[src/rtl/sync_fifo_param.sv]
// Parametrised single-clock FIFO with wrap-bit pointers and registered status flags.
// Optional sticky overflow/underflow flags are enabled by defining SYNC_FIFO_ERR_EN.
module sync_fifo_param #(
  parameter int DATA_W   = 8,
  parameter int DEPTH    = 8,
  parameter int AF_LEVEL = DEPTH - 1,
  parameter int AE_LEVEL = 1
) (
  input  logic                        sys_clk,
  input  logic                        rst_n,
  input  logic                        tx_ready,
  input  logic [DATA_W-1:0]           tx_data,
  input  logic                        rx_ready,
  output logic [DATA_W-1:0]           rx_data,
  output logic                        rx_valid,
  output logic                        fifo_f,
  output logic                        fifo_e,
  output logic                        fifo_af,
  output logic                        fifo_ae,
  output logic [$clog2(DEPTH):0]      fifo_cnt,
  input  logic                        err_clr,
  output logic                        ovf,
  output logic                        udf
);

  localparam int ADDR_W = $clog2(DEPTH);
  localparam logic [ADDR_W:0] CNT_FULL = (ADDR_W+1)'(DEPTH);
  localparam logic [ADDR_W:0] AF_LVL   = (ADDR_W+1)'(AF_LEVEL);
  localparam logic [ADDR_W:0] AE_LVL   = (ADDR_W+1)'(AE_LEVEL);
  localparam logic [ADDR_W:0] ONE      = (ADDR_W+1)'(1);

  logic [DATA_W-1:0] mem [DEPTH];

  logic [ADDR_W:0]   wr_ptr_q, wr_ptr_d;
  logic [ADDR_W:0]   rd_ptr_q, rd_ptr_d;
  logic [ADDR_W:0]   cnt_q, cnt_d;
  logic              f_q, f_d, e_q, e_d, af_q, af_d, ae_q, ae_d;
  logic [DATA_W-1:0] rx_data_q, rx_data_d;
  logic              rx_valid_q, rx_valid_d;
  logic              ovf_q, ovf_d, udf_q, udf_d;
  logic              wr_acc, rd_acc;

  // Acceptance looks only at registered flags, so full/empty collisions resolve without fall-through.
  always_comb begin
    wr_acc     = tx_ready && !f_q;
    rd_acc     = rx_ready && !e_q;
    wr_ptr_d   = wr_ptr_q;
    rd_ptr_d   = rd_ptr_q;
    cnt_d      = cnt_q;
    rx_data_d  = rx_data_q;
    rx_valid_d = 1'b0;
    if (wr_acc) wr_ptr_d = wr_ptr_q + ONE;
    if (rd_acc) begin
      rd_ptr_d   = rd_ptr_q + ONE;
      rx_data_d  = mem[rd_ptr_q[ADDR_W-1:0]];
      rx_valid_d = 1'b1;
    end
    case ({wr_acc, rd_acc})
      2'b10:   cnt_d = cnt_q + ONE;
      2'b01:   cnt_d = cnt_q - ONE;
      default: cnt_d = cnt_q;
    endcase
    f_d  = (cnt_d == CNT_FULL);
    e_d  = (cnt_d == '0);
    af_d = (cnt_d >= AF_LVL);
    ae_d = (cnt_d <= AE_LVL);
  end

`ifdef SYNC_FIFO_ERR_EN
  // Set is applied after clear so a simultaneous set wins.
  always_comb begin
    ovf_d = ovf_q;
    udf_d = udf_q;
    if (err_clr) begin
      ovf_d = 1'b0;
      udf_d = 1'b0;
    end
    if (tx_ready && f_q) ovf_d = 1'b1;
    if (rx_ready && e_q) udf_d = 1'b1;
  end
`else
  logic unused_err_clr;
  assign unused_err_clr = err_clr;
  always_comb begin
    ovf_d = 1'b0;
    udf_d = 1'b0;
  end
`endif

  always_ff @(posedge sys_clk) begin
    if (!rst_n) begin
      wr_ptr_q   <= '0;
      rd_ptr_q   <= '0;
      cnt_q      <= '0;
      f_q        <= 1'b0;
      e_q        <= 1'b1;
      af_q       <= 1'b0;
      ae_q       <= 1'b1;
      rx_data_q  <= '0;
      rx_valid_q <= 1'b0;
      ovf_q      <= 1'b0;
      udf_q      <= 1'b0;
    end else begin
      wr_ptr_q   <= wr_ptr_d;
      rd_ptr_q   <= rd_ptr_d;
      cnt_q      <= cnt_d;
      f_q        <= f_d;
      e_q        <= e_d;
      af_q       <= af_d;
      ae_q       <= ae_d;
      rx_data_q  <= rx_data_d;
      rx_valid_q <= rx_valid_d;
      ovf_q      <= ovf_d;
      udf_q      <= udf_d;
    end
  end

  // Storage is not reset; reset only blocks a same-cycle write.
  always_ff @(posedge sys_clk) begin
    if (rst_n && wr_acc) mem[wr_ptr_q[ADDR_W-1:0]] <= tx_data;
  end

  assign rx_data  = rx_data_q;
  assign rx_valid = rx_valid_q;
  assign fifo_f   = f_q;
  assign fifo_e   = e_q;
  assign fifo_af  = af_q;
  assign fifo_ae  = ae_q;
  assign fifo_cnt = cnt_q;
  assign ovf      = ovf_q;
  assign udf      = udf_q;

endmodule

[config.mk]
export PLATFORM = sky130hd
export DESIGN_NAME = sync_fifo_param
export DESIGN_NICKNAME = d
export VERILOG_FILES = /design/src/rtl/sync_fifo_param.sv
export SDC_FILE = /design/constraint.sdc
export NUM_CORES = 1
export LEC_CHECK = 0
export CORE_ASPECT_RATIO = 0.7
export CORE_MARGIN = 2
export CORE_UTILIZATION = 40
export DETAILED_ROUTE_END_ITERATION = 16
export SKIP_CTS_REPAIR_TIMING = 1
export SYNTH_ARGS = -nofsm -noshare
export SYNTH_HDL_FRONTEND = slang
export SYNTH_SLANG_ARGS = --single-unit
export TNS_END_PERCENT = 5
[constraint.sdc]
create_clock -name sys_clk -period 2.4 [get_ports sys_clk]
set_input_delay 0.6 -clock sys_clk [delete_from_list [all_inputs] [get_ports sys_clk]]
set_output_delay 0.6 -clock sys_clk [all_outputs]
set_load 0.01 [all_outputs]
# Yosys cells after proc, flatten, opt, wreduce, memory -nomap -nowiden

Memories as Yosys holds them, arrays and structs flattened. A register that Yosys moved wholly into a read port is not among the register bits.
Index checks and enable logic that the tools add are counted.

Bits in registers: 17
Bits in writable memories: 64
Bits of input ports: 13
Memories kept: 1

Memories:

| memory | words | bits a word | read ports | clocked after Yosys merged registers in | write ports | RTL line | text |
|---|---|---|---|---|---|---|---|
| mem    | 8     | 8           | 1          | 1                                       | 1           | 32       | `logic [DATA_W-1:0] mem [DEPTH];` |

$add $sub $neg: 4
Order comparisons: 2
Equality and inequality tests: 3
Multiplexer cells: 4
Reductions and logical operators: 7

Operator list:

| kind                                                                  | number |
|---|---|
| 4-bit by 1-bit adder with 4-bit output, second input constant         | 3 |
| 4-bit case mux with 2 select lines                                    | 1 |
| 4-bit equality test, second input constant                            | 1 |
| 4-bit by 3-bit >= comparator with 1-bit output, second input constant | 1 |
| 4-bit by 1-bit <= comparator with 1-bit output, second input constant | 1 |
| 4-bit logical NOT                                                     | 1 |
| 4-bit by 1-bit subtractor with 4-bit output, second input constant    | 1 |
| 1-bit logical AND                                                     | 3 |
| 1-bit logical NOT                                                     | 3 |
| 1-bit 2-to-1 mux                                                      | 3 |
| 2-bit by 1-bit equality test with 1-bit output, second input constant | 1 |
| 2-bit equality test, second input constant                            | 1 |

# Logic depth before layout (Yosys ltp)

Gate-level depths: netlist of the first run.

Depth after elaboration: 5
Gate-level depth with buffers: 11

# Least setup slack after synthesis of the first run

OpenSTA, ideal clock, no wires.

Path type: input-to-reg
From: input rx_ready
To: register e_q, in the netlist fifo_e
Arrival time: 2.243 ns
Slack: 0.079 ns
Stages on the path: 8
Buffers on the path: 2
Cell sequence: nand2b_4 > inv_1 > buf_1 > ha_1 > clkbuf_1 > mux2i_1 > o311ai_0 > a32oi_1

Word-level cells in the longest chain between the ends: 4
Elaborated cells between the ends (all ways): 5
Those cells by class: eq/ne (2); mux (1); reduce/logical (2)

Ends and longest elaborated chain:

| element                                                                               | RTL line | text |
|---|---|---|
| from (decl)                                                                           | 13       | `input logic rx_ready,` |
| 1-bit logical AND *                                                                   | 46       | `rd_acc = rx_ready && !e_q;` |
| 2-bit by 1-bit equality test with 1-bit output or 2-bit equality test (tied branches) | 58       | `case ({wr_acc, rd_acc})` |
| 4-bit case mux with 2 select lines *                                                  | 58       |  |
| 4-bit logical NOT *                                                                   | 64       | `e_d = (cnt_d == '0);` |
| to (signal assigned)                                                                  | 96       | `e_q <= 1'b1;` |
| to (signal assigned)                                                                  | 108      | `e_q <= e_d;` |
| to (decl)                                                                             | 37       | `logic f_q, f_d, e_q, e_d, af_q, af_d, ae_q, ae_d;` |

Mark *: on every way between the ends. The rest lies on a longest branch, timed or not.
A chain may end at the register's enable or synchronous reset.

# Final worst setup path of the first run

From: input rx_ready
To: register af_q, in the netlist fifo_af

Word-level cells in the longest chain between the ends: 4
Elaborated cells between the ends (all ways): 5
Those cells by class: order compare (1); eq/ne (2); mux (1); reduce/logical (1)

Ends and longest elaborated chain:

| element                                                                               | RTL line | text |
|---|---|---|
| 1-bit logical AND *                                                                   | 46       |  |
| 2-bit by 1-bit equality test with 1-bit output or 2-bit equality test (tied branches) | 58       |  |
| 4-bit case mux with 2 select lines *                                                  | 58       |  |
| 4-bit by 3-bit >= comparator with 1-bit output *                                      | 65       | `af_d = (cnt_d >= AF_LVL);` |
| to (signal assigned)                                                                  | 97       | `af_q <= 1'b0;` |
| to (signal assigned)                                                                  | 109      | `af_q <= af_d;` |
| to (decl)                                                                             | 37       |  |

Marked as above.

==> flow_summary.ini, run 1 <==
[run_status]
status = finished clean

[floorplan]
start_util_pct = 41.6
die_w_microns = 116
row_count = 28
ios = 32
core_area_sq_um = 8510
die_h_microns = 82.7
die-area_sq_um = 9630

[synthesis]
syn_area_per_cell_sq_um = 15.7
yosysSeqAreaShare_pct = 67.3
synthArstFlopShare_pct = 0
synth_flop_cell = edfxtp_1
mappedNetlistArea_sq_um = 3540
yosysWarnings = 0
ys_seq_elements = 87
synth_edf_count = 64
synth_cell_types = 43
netlist_instances = 225

[route]
drc = 0
vias_per_cell = 5.00
vias = 2030
first_pass_iters = 6
routedWlPerCell_microns = 16.2
drt_iter0_markers = 103
routed_wl_mm = 6.59
drtAntennaViolNets = 0

[critical_path]
path_buf_inv = 3
crit_chain = clkdlybuf4s50_1, nand2b_4, inv_4, nand2_1, xnor2_1, ha_1, a21oi_2, a21boi_4, nor3_2, buf_4, xnor2_2, o21bai_1
end_kind = flip-flop
cp.required_ps = 2670
critPathMaxFanout = 4
critical_path_class = in -> reg
r2r_setup_slack_ps = 480
cpPeakStageDelay_ps = 500
crit_family = buffers and inverters
slowest_stage = clkdlybuf4s50_1
critical_path_arrival_ps = 2550
cp-start-kind = primary input

[grt]
grt_max_degree = 19
antenna_found_initial = 0
grt.total_usage_pct = 15.5
grt_pass1_wl_mm = 10.4
grt_overflow_total = 0
grt_pass1_vias = 1856

[sta]
finalHoldWorstSlack_ps = 490
fin_ws_ps = 114
setup_violations = 0
fmax_mhz = 437
period_minus_slack_ps = 2290
max-slew-margin-rel_pct = 52.7
fin_skew_ps = 5.28
final_hold_viol_count = 0
fin_crit_sh_pct = 95.3
tightest_slew_ps = 709
slew_viol_final = 0

[clock_tree]
clock_sinks = 87
clkLatencyLatePin_ps = 330
path_clk_slew_ps = 60
cts_made_buffers = 9
h-tree-depth = 3
root_buffer = clkbuf_16
cts_tree = done
clock_path_buffers = 2

[hold_path]
hp-class = reg -> reg

[layout]
antenna_cells = 0
final.fill_count = 711
nets = 298
area_delta_synth_final_pct = 25.2
drive_gt1_share_pct = 25.9

[placed_design]
post-place-ws_ps = -346
gp_congestion = 0.796
portBuffers = 28
hpwl_mm = 4.50

[pwr]
finalPower_mw = 4.04
power_density_nw_per_um2 = 911
leakage_nw = 1.50
worst_ir_drop_vdd_mv = 0.536

[run]
drv_cap = 0
==> per-layer routing <==
metal	up-vias	GRT usage, %	routed length [microns]
li1	973	-	-
met1	1009	21.8	3360
met2	40	22.3	2850
met3	8	5.62	287
met4	0	5.36	91
met5	-	0	0
==> Yosys cell counts, drive strengths merged (2+ instances only) <==
master | n | area (sq um)
nand4 | 2 | 12.5
nand2 | 13 | 48.8
nand3 | 2 | 10.0
dfxtp | 23 | 460
nand2b | 6 | 45.0
mux2i | 10 | 104
ha | 4 | 50.1
clkbuf | 3 | 12.5
nor3 | 9 | 45.0
xor2 | 2 | 17.5
edfxtp | 64 | 1920
inv | 3 | 11.3
mux4 | 16 | 360
a211oi | 8 | 60.1
nor2 | 21 | 78.8
a21oi | 5 | 25.0
buf | 12 | 78.8
xnor2 | 3 | 26.3
nand3b | 2 | 15.0
==> cells in the final DEF (no fill, tap or decap), drive strengths merged, types with 2 or more instances in the layout <==
cell type | netlist | routed
dfxtp | 23 | 23
conb | 1 | 2
nand3 | 2 | 2
nand2 | 13 | 13
buf | 12 | 31
nor3 | 9 | 9
nand4 | 2 | 2
nand3b | 2 | 2
clkbuf | 3 | 11
a211oi | 8 | 8
ha | 4 | 4
xnor2 | 3 | 3
edfxtp | 64 | 64
mux2i | 10 | 10
a21oi | 5 | 5
nor2 | 21 | 21
inv | 3 | 3
xor2 | 2 | 2
nand2b | 6 | 6
clkdlybuf4s50 | 0 | 27
clkinv | 1 | 5
mux4 | 16 | 16
==> registers in the layout, indices dropped and copies added (netlist names), 3 cells and up <==
name,cells
mem,64
rd_ptr_q,3
rx_data,8
fifo_cnt,4
wr_ptr_q,3
==> kinds of logic after synthesis <==
group	after synthesis	share of synthesized area, %
simple gates	60	8.38
mux	27	13.4
buf+inv	19	3.00
xor+xnor	5	1.24
compound gates	22	5.13
other cells	1	0.106
flops	87	67.3
fa+ha+maj	4	1.41
==> worst register-to-register path, stage by stage, from the launching register on <==
cell	delay (ps)
dfxtp_1	330
nor2b_4	140
inv_4	60
ha_4	160
and2b_1	220
nand4_1	140
a41oi_2	240
mux2i_2	330
o311a_1	240
==> through the flow <==
| step | util, % | TNS, ps | std cells | cell area, sq um |
|---|---|---|---|---|
| 2_1_floorplan | - | 0 | 226 | 3540 |
| 3_3_place_gp | 48.3 | -2650 | 390 | 4120 |
| 3_5_place_dp | 48.3 | -2190 | 390 | 4120 |
| 4_1_cts | 51.5 | -8.05 | 406 | 4380 |
| 5_1_grt | 52.0 | -26.7 | 406 | 4430 |
| 6_report | 52.0 | 0 | 406 | 4430 |
==> worst paths after layout <==
path	startpoint	endpoint	depth (start not counted)
worst min register to register	wr_ptr_q[0]	wr_ptr_q[0]	2
worst min-delay path	wr_ptr_q[0]	wr_ptr_q[0]	2
worst max register to register	fifo_f	fifo_f	8
worst max-delay path	rx_ready	fifo_af	12
==> cell type report <==
type / count / area [sq um] / area share (%)
timing repair buffer: 59 / 515 / 11.6
clock buffer: 11 / 243 / 5.48
multi-input combinational: 120 / 1100 / 24.7
inverter: 4 / 20.0 / 0.452
sequential: 87 / 2380 / 53.8
clock inverter: 5 / 23.8 / 0.537
tap: 120 / 150 / 3.39
==> where the power goes <==
part | total [mW] | internal [mW] | switching, mW
sequential | 1.82 | 1.72 | 0.0930
combinational | 0.982 | 0.542 | 0.439
clock | 1.24 | 0.716 | 0.521
total | 4.04 | 2.98 | 1.05
No activity file was read; power rests on OpenSTA's default activity.
==> inputs of run 2 (changes only) <==
- CORE_UTILIZATION: 40 -> 57
- PLACE_DENSITY: not set -> 0.79
- SETUP_SLACK_MARGIN: not set -> 0.02
- clock period: 2.4 -> 2.43 ns (I/O delays scaled with it)
==> run 2 against run 1 <==
Clock power down 15%; core utilization up 20 points; routed wire length down 1.0%; non-clock buffer count down 7; worst setup slack worse by 57 ps; largest power group unchanged; highest routed layer unchanged.
==> flow_summary.ini, run 2 (same netlist as run 1, synthesis figures left out) <==
[layout]
largest_reg_flops = 64
final_common_cell = edfxtp_1
drive_gt1_share_pct = 24.1
area_delta_synth_final_pct = 19.8
final_cell_mix = edfxtp_1, clkdlybuf4s50_1, buf_4
antenna_cells = 0
fin_area_sq_um = 4240
nets = 291
stdcell_count = 353
final.fill_count = 383

[clock_tree]
cts_tree = done
root_buffer = clkbuf_8
clock_path_buffers = 2
h-tree-depth = 3
cts_made_buffers = 9
path_clk_slew_ps = 80
clkLatencyLatePin_ps = 340
clock_sinks = 87

[critical_path]
r2r-end = fifo_f
critical_path_arrival_ps = 2660
critPathMaxFanout = 4
slowest_stage = clkdlybuf4s50_1
critical_path_class = in -> reg
crit-reg2reg-launch = fifo_e
r2r_setup_slack_ps = 450
cp-start-kind = primary input
crit_chain = clkdlybuf4s50_1, nor2b_4, inv_2, ha_2, and2b_1, nand4_1, a41oi_2, mux2i_2, o311a_1
cpPeakStageDelay_ps = 450
cp.required_ps = 2710
rr_worst_depth = 8
end_kind = flip-flop

[hold_path]
min_from = rx_data[2]
holdPathEnd = rx_data[2]
holdPathStages = 2
hp-class = reg -> reg

[run_status]
status = finished clean

[grt]
grt_pass1_vias = 1945
antenna_found_initial = 0
grt_overflow_total = 0
grt.total_usage_pct = 20.3
grt_pass1_wl_mm = 10.2
grt_max_degree = 20

[floorplan]
row_count = 23
die-area_sq_um = 6870
core_area_sq_um = 5870
ios = 32
die_w_microns = 98.2
start_util_pct = 60.3
die_h_microns = 69.9

[placed_design]
hpwl_mm = 4.33
dp.cells = 338
gp_congestion = 0.805
post-place-ws_ps = -333
portBuffers = 28
post_dp_cell_area_sq_um = 4010

[sta]
setup_violations = 0
fmax_mhz = 421
final_hold_viol_count = 0
setup_tns_ps = 0
fin_ws_ps = 57.3
fin_skew_ps = 6.50
fin_crit_sh_pct = 97.6
rsz0062_at_grt = yes
tightest_slew_ps = 721
period_minus_slack_ps = 2370
finalHoldWorstSlack_ps = 497
max-slew-margin-rel_pct = 51.9
slew_viol_final = 0

[route]
drtAntennaViolNets = 0
routed_wl_mm = 6.53
drc = 0
vias = 1997
routedWlPerCell_microns = 18.5
vias_per_cell = 5.66
drt_iter0_markers = 110
first_pass_iters = 5

[pwr]
leakage_nw = 1.43
power_density_nw_per_um2 = 897
worst_ir_drop_vdd_mv = 0.475

[run]
drv_cap = 0
-- run 2: where the power goes --
group          internal [mW]  switching (mW)  total [mW]
Clock                  0.572           0.476        1.05
Combinational          0.523           0.441       0.963
Sequential              1.70          0.0908        1.79
-- run 2: area by class of cell --
class                           count  area [sq um]  area share, %
Clock inverter                      6          85.1           2.01
Tap cell                           75          93.8           2.21
Inverter                            4          15.0          0.354
Clock buffer                        9           124           2.92
Sequential cell                    87          2380           56.2
Timing Repair Buffer               52           460           10.9
Multi-Input combinational cell    120          1080           25.4
-- run 2: worst max path at each step --
stage / cells past startpoint / start / to / slack, ps
after floorplan: 8 / rx_ready / fifo_e / 100
after global placement: 11 / rx_ready / fifo_e / -300
after detailed placement: 11 / rx_ready / fifo_e / -330
after CTS: 11 / rx_ready / fifo_e / 40
after global routing: 9 / tx_ready / fifo_f / -40
final: 9 / tx_ready / fifo_f / 60
-- run 2: per-stage QoR --
stage | utilization (%) | total power, mW
floorplan | - | 2.38
global placement | 68.2 | 2.74
detailed placement | 68.2 | 2.76
CTS | 71.8 | 3.81
global route | 72.2 | 3.99
finish | 72.2 | 3.80
-- run 2: critical path, delay by kind of cell --
kind,cells,cell delay (ps)
muxes,1,320
buffers and inverters,2,510
and+or+nand+nor,3,530
adders and majority gates,1,190
AOI/OAI and AO/OA,2,490
-- run 2: routing by layer --
| metal | GRT usage (%) | share of wire [%] | up-vias |
|---|---|---|---|
| met3 | 5.71 | 6.7 | 4 |
| met4 | 5.78 | 0.64 | 0 |
| met5 | 0 | 0 | - |
| met2 | 30.7 | 47 | 68 |
| li1 | - | - | 957 |
| met1 | 29.5 | 46 | 968 |
==> inputs of run 3 (changes only) <==
- ABC_CLOCK_PERIOD_IN_PS: not set -> 2430
- CORE_MARGIN: 2 -> not set
==> run 3 against run 2 <==
Fmax up 0.37%; worst setup slack better by 8.7 ps; combinational power down 0.7%; final cell count up 0.57%; clock skew up 3.6 ps; non-clock buffer count up 1; sequential power about the same; core utilization down 0.29 points; worst hold slack worse by 2.3 ps; design area down 0.89%; total power down 5.4%; clock-buffer cell count up 2; highest routed layer unchanged.
==> flow_summary.ini, run 3 (same netlist as run 1, synthesis figures left out) <==
[run_status]
status = finished clean

[layout]
fin_area_sq_um = 4200
final.fill_count = 376
drive_gt1_share_pct = 23.6
largest_reg_flops = 64
area_delta_synth_final_pct = 18.7
antenna_cells = 0
multi_input_area_sq_um = 1080
fin_util_pct = 71.9
regArea_sq_um = 2380
nets = 292
final_cell_mix = edfxtp_1, clkdlybuf4s50_1, buf_4
final_common_cell = edfxtp_1

[floorplan]
core_area_sq_um = 5840
start_util_pct = 60.6
row_count = 23
die_w_microns = 96.2
ios = 32
die_h_microns = 67.9
die-area_sq_um = 6530

[grt]
antenna_found_initial = 0
grt_max_degree = 19
grt_overflow_total = 0
grt_pass1_wl_mm = 9.80
grt_pass1_vias = 1921
grt.total_usage_pct = 22.1

[sta]
fin_skew_ps = 10.1
final_hold_viol_count = 0
tightest_slew_ps = 631
max-slew-margin-rel_pct = 57.9
rsz0062_at_grt = yes
period_minus_slack_ps = 2360
fmax_mhz = 423
slew_viol_final = 0
setup_violations = 0
fin_crit_sh_pct = 97.3
fin_ws_ps = 65.9
setup_tns_ps = 0

[placed_design]
post-place-ws_ps = -350
gp_congestion = 0.815
hpwl_mm = 4.41
post_dp_cell_area_sq_um = 4010
portBuffers = 28

[route]
vias = 2018
drtAntennaViolNets = 0
routedWlPerCell_microns = 17.9
first_pass_iters = 4
drc = 0
vias_per_cell = 5.68
routed_wl_mm = 6.37
drt_iter0_markers = 115

[critical_path]
path_buf_inv = 3
cpPeakStageDelay_ps = 500
critical_path_arrival_ps = 2640
end_kind = flip-flop
crit_family = buffers and inverters
cp.required_ps = 2710
critical_path_class = in -> reg
cp-start-kind = primary input
critPathMaxFanout = 4
crit_chain = clkdlybuf4s50_1, nand2b_4, inv_1, nand2_1, xnor2_1, ha_1, a21oi_2, a21boi_4, o311ai_1, buf_4, a32oi_1
slowest_stage = clkdlybuf4s50_1

[pwr]
leakage_nw = 1.41
power_density_nw_per_um2 = 857
finalPower_mw = 3.60
worst_ir_drop_vdd_mv = 0.411

[clock_tree]
cts_made_buffers = 9
root_buffer = clkbuf_8
path_clk_slew_ps = 80
clock_sinks = 87
h-tree-depth = 3
clkLatencyLatePin_ps = 350
cts_tree = done
clock_path_buffers = 2

[hold_path]
hp-class = reg -> reg

[run]
drv_cap = 0
## run 3: changes by cell type in the layout (fill, tap and decap cells not counted), sizes merged
| cell | change |
|---|---|
| bufinv | -2 |
| buf | +1 |
| clkinvlp | +1 |
| clkinv | +1 |
| clkbuf | +2 |
| inv | -1 |
## run 3: path summary, 6_finish.rpt
path	slack [ps]	endpoint	startpoint	depth (start not counted)
setup / recovery	70	fifo_e	rx_ready	11
hold / removal	490	wr_ptr_q[0]	wr_ptr_q[0]	2
setup reg to reg	430	fifo_f	fifo_e	8
hold reg to reg	490	wr_ptr_q[0]	wr_ptr_q[0]	2
## run 3: final cells by class
| type | instances | area share, % |
|---|---|---|
| sequential | 87 | 56.7 |
| multi-input combinational | 120 | 25.6 |
| timing repair buffer | 53 | 11.1 |
| clock buffer | 11 | 3.13 |
| tap | 75 | 2.23 |
| clock inverter | 5 | 0.834 |
| inverter | 4 | 0.357 |
## run 3: per-layer routing
layer	wire, microns	up-vias	GRT usage [%]
li1	-	958	-
met1	2760	980	28.6
met2	2980	66	34.1
met3	494	14	8.44
met4	125	0	8.40
met5	0	-	0
## run 3: power breakdown
group          leakage, nW  switching [mW]  internal [mW]
logic                0.564           0.442          0.513
registers            0.767          0.0895           1.70
clock network       0.0811           0.482          0.371
## run 3: worst reg2reg max path: cells and delay by family, from the launching register on
kind	cells	cell delay, ps
simple gates	3	520
compound gates	2	450
flops	1	330
mux	1	330
fa+ha+maj	1	230
buf+inv	1	80
## run 3: metrics by stage
step	hold WS, ps	cells
2_1_floorplan	464	226
3_3_place_gp	483	339
3_5_place_dp	488	339
4_1_cts	501	355
5_1_grt	525	355
6_report	494	355
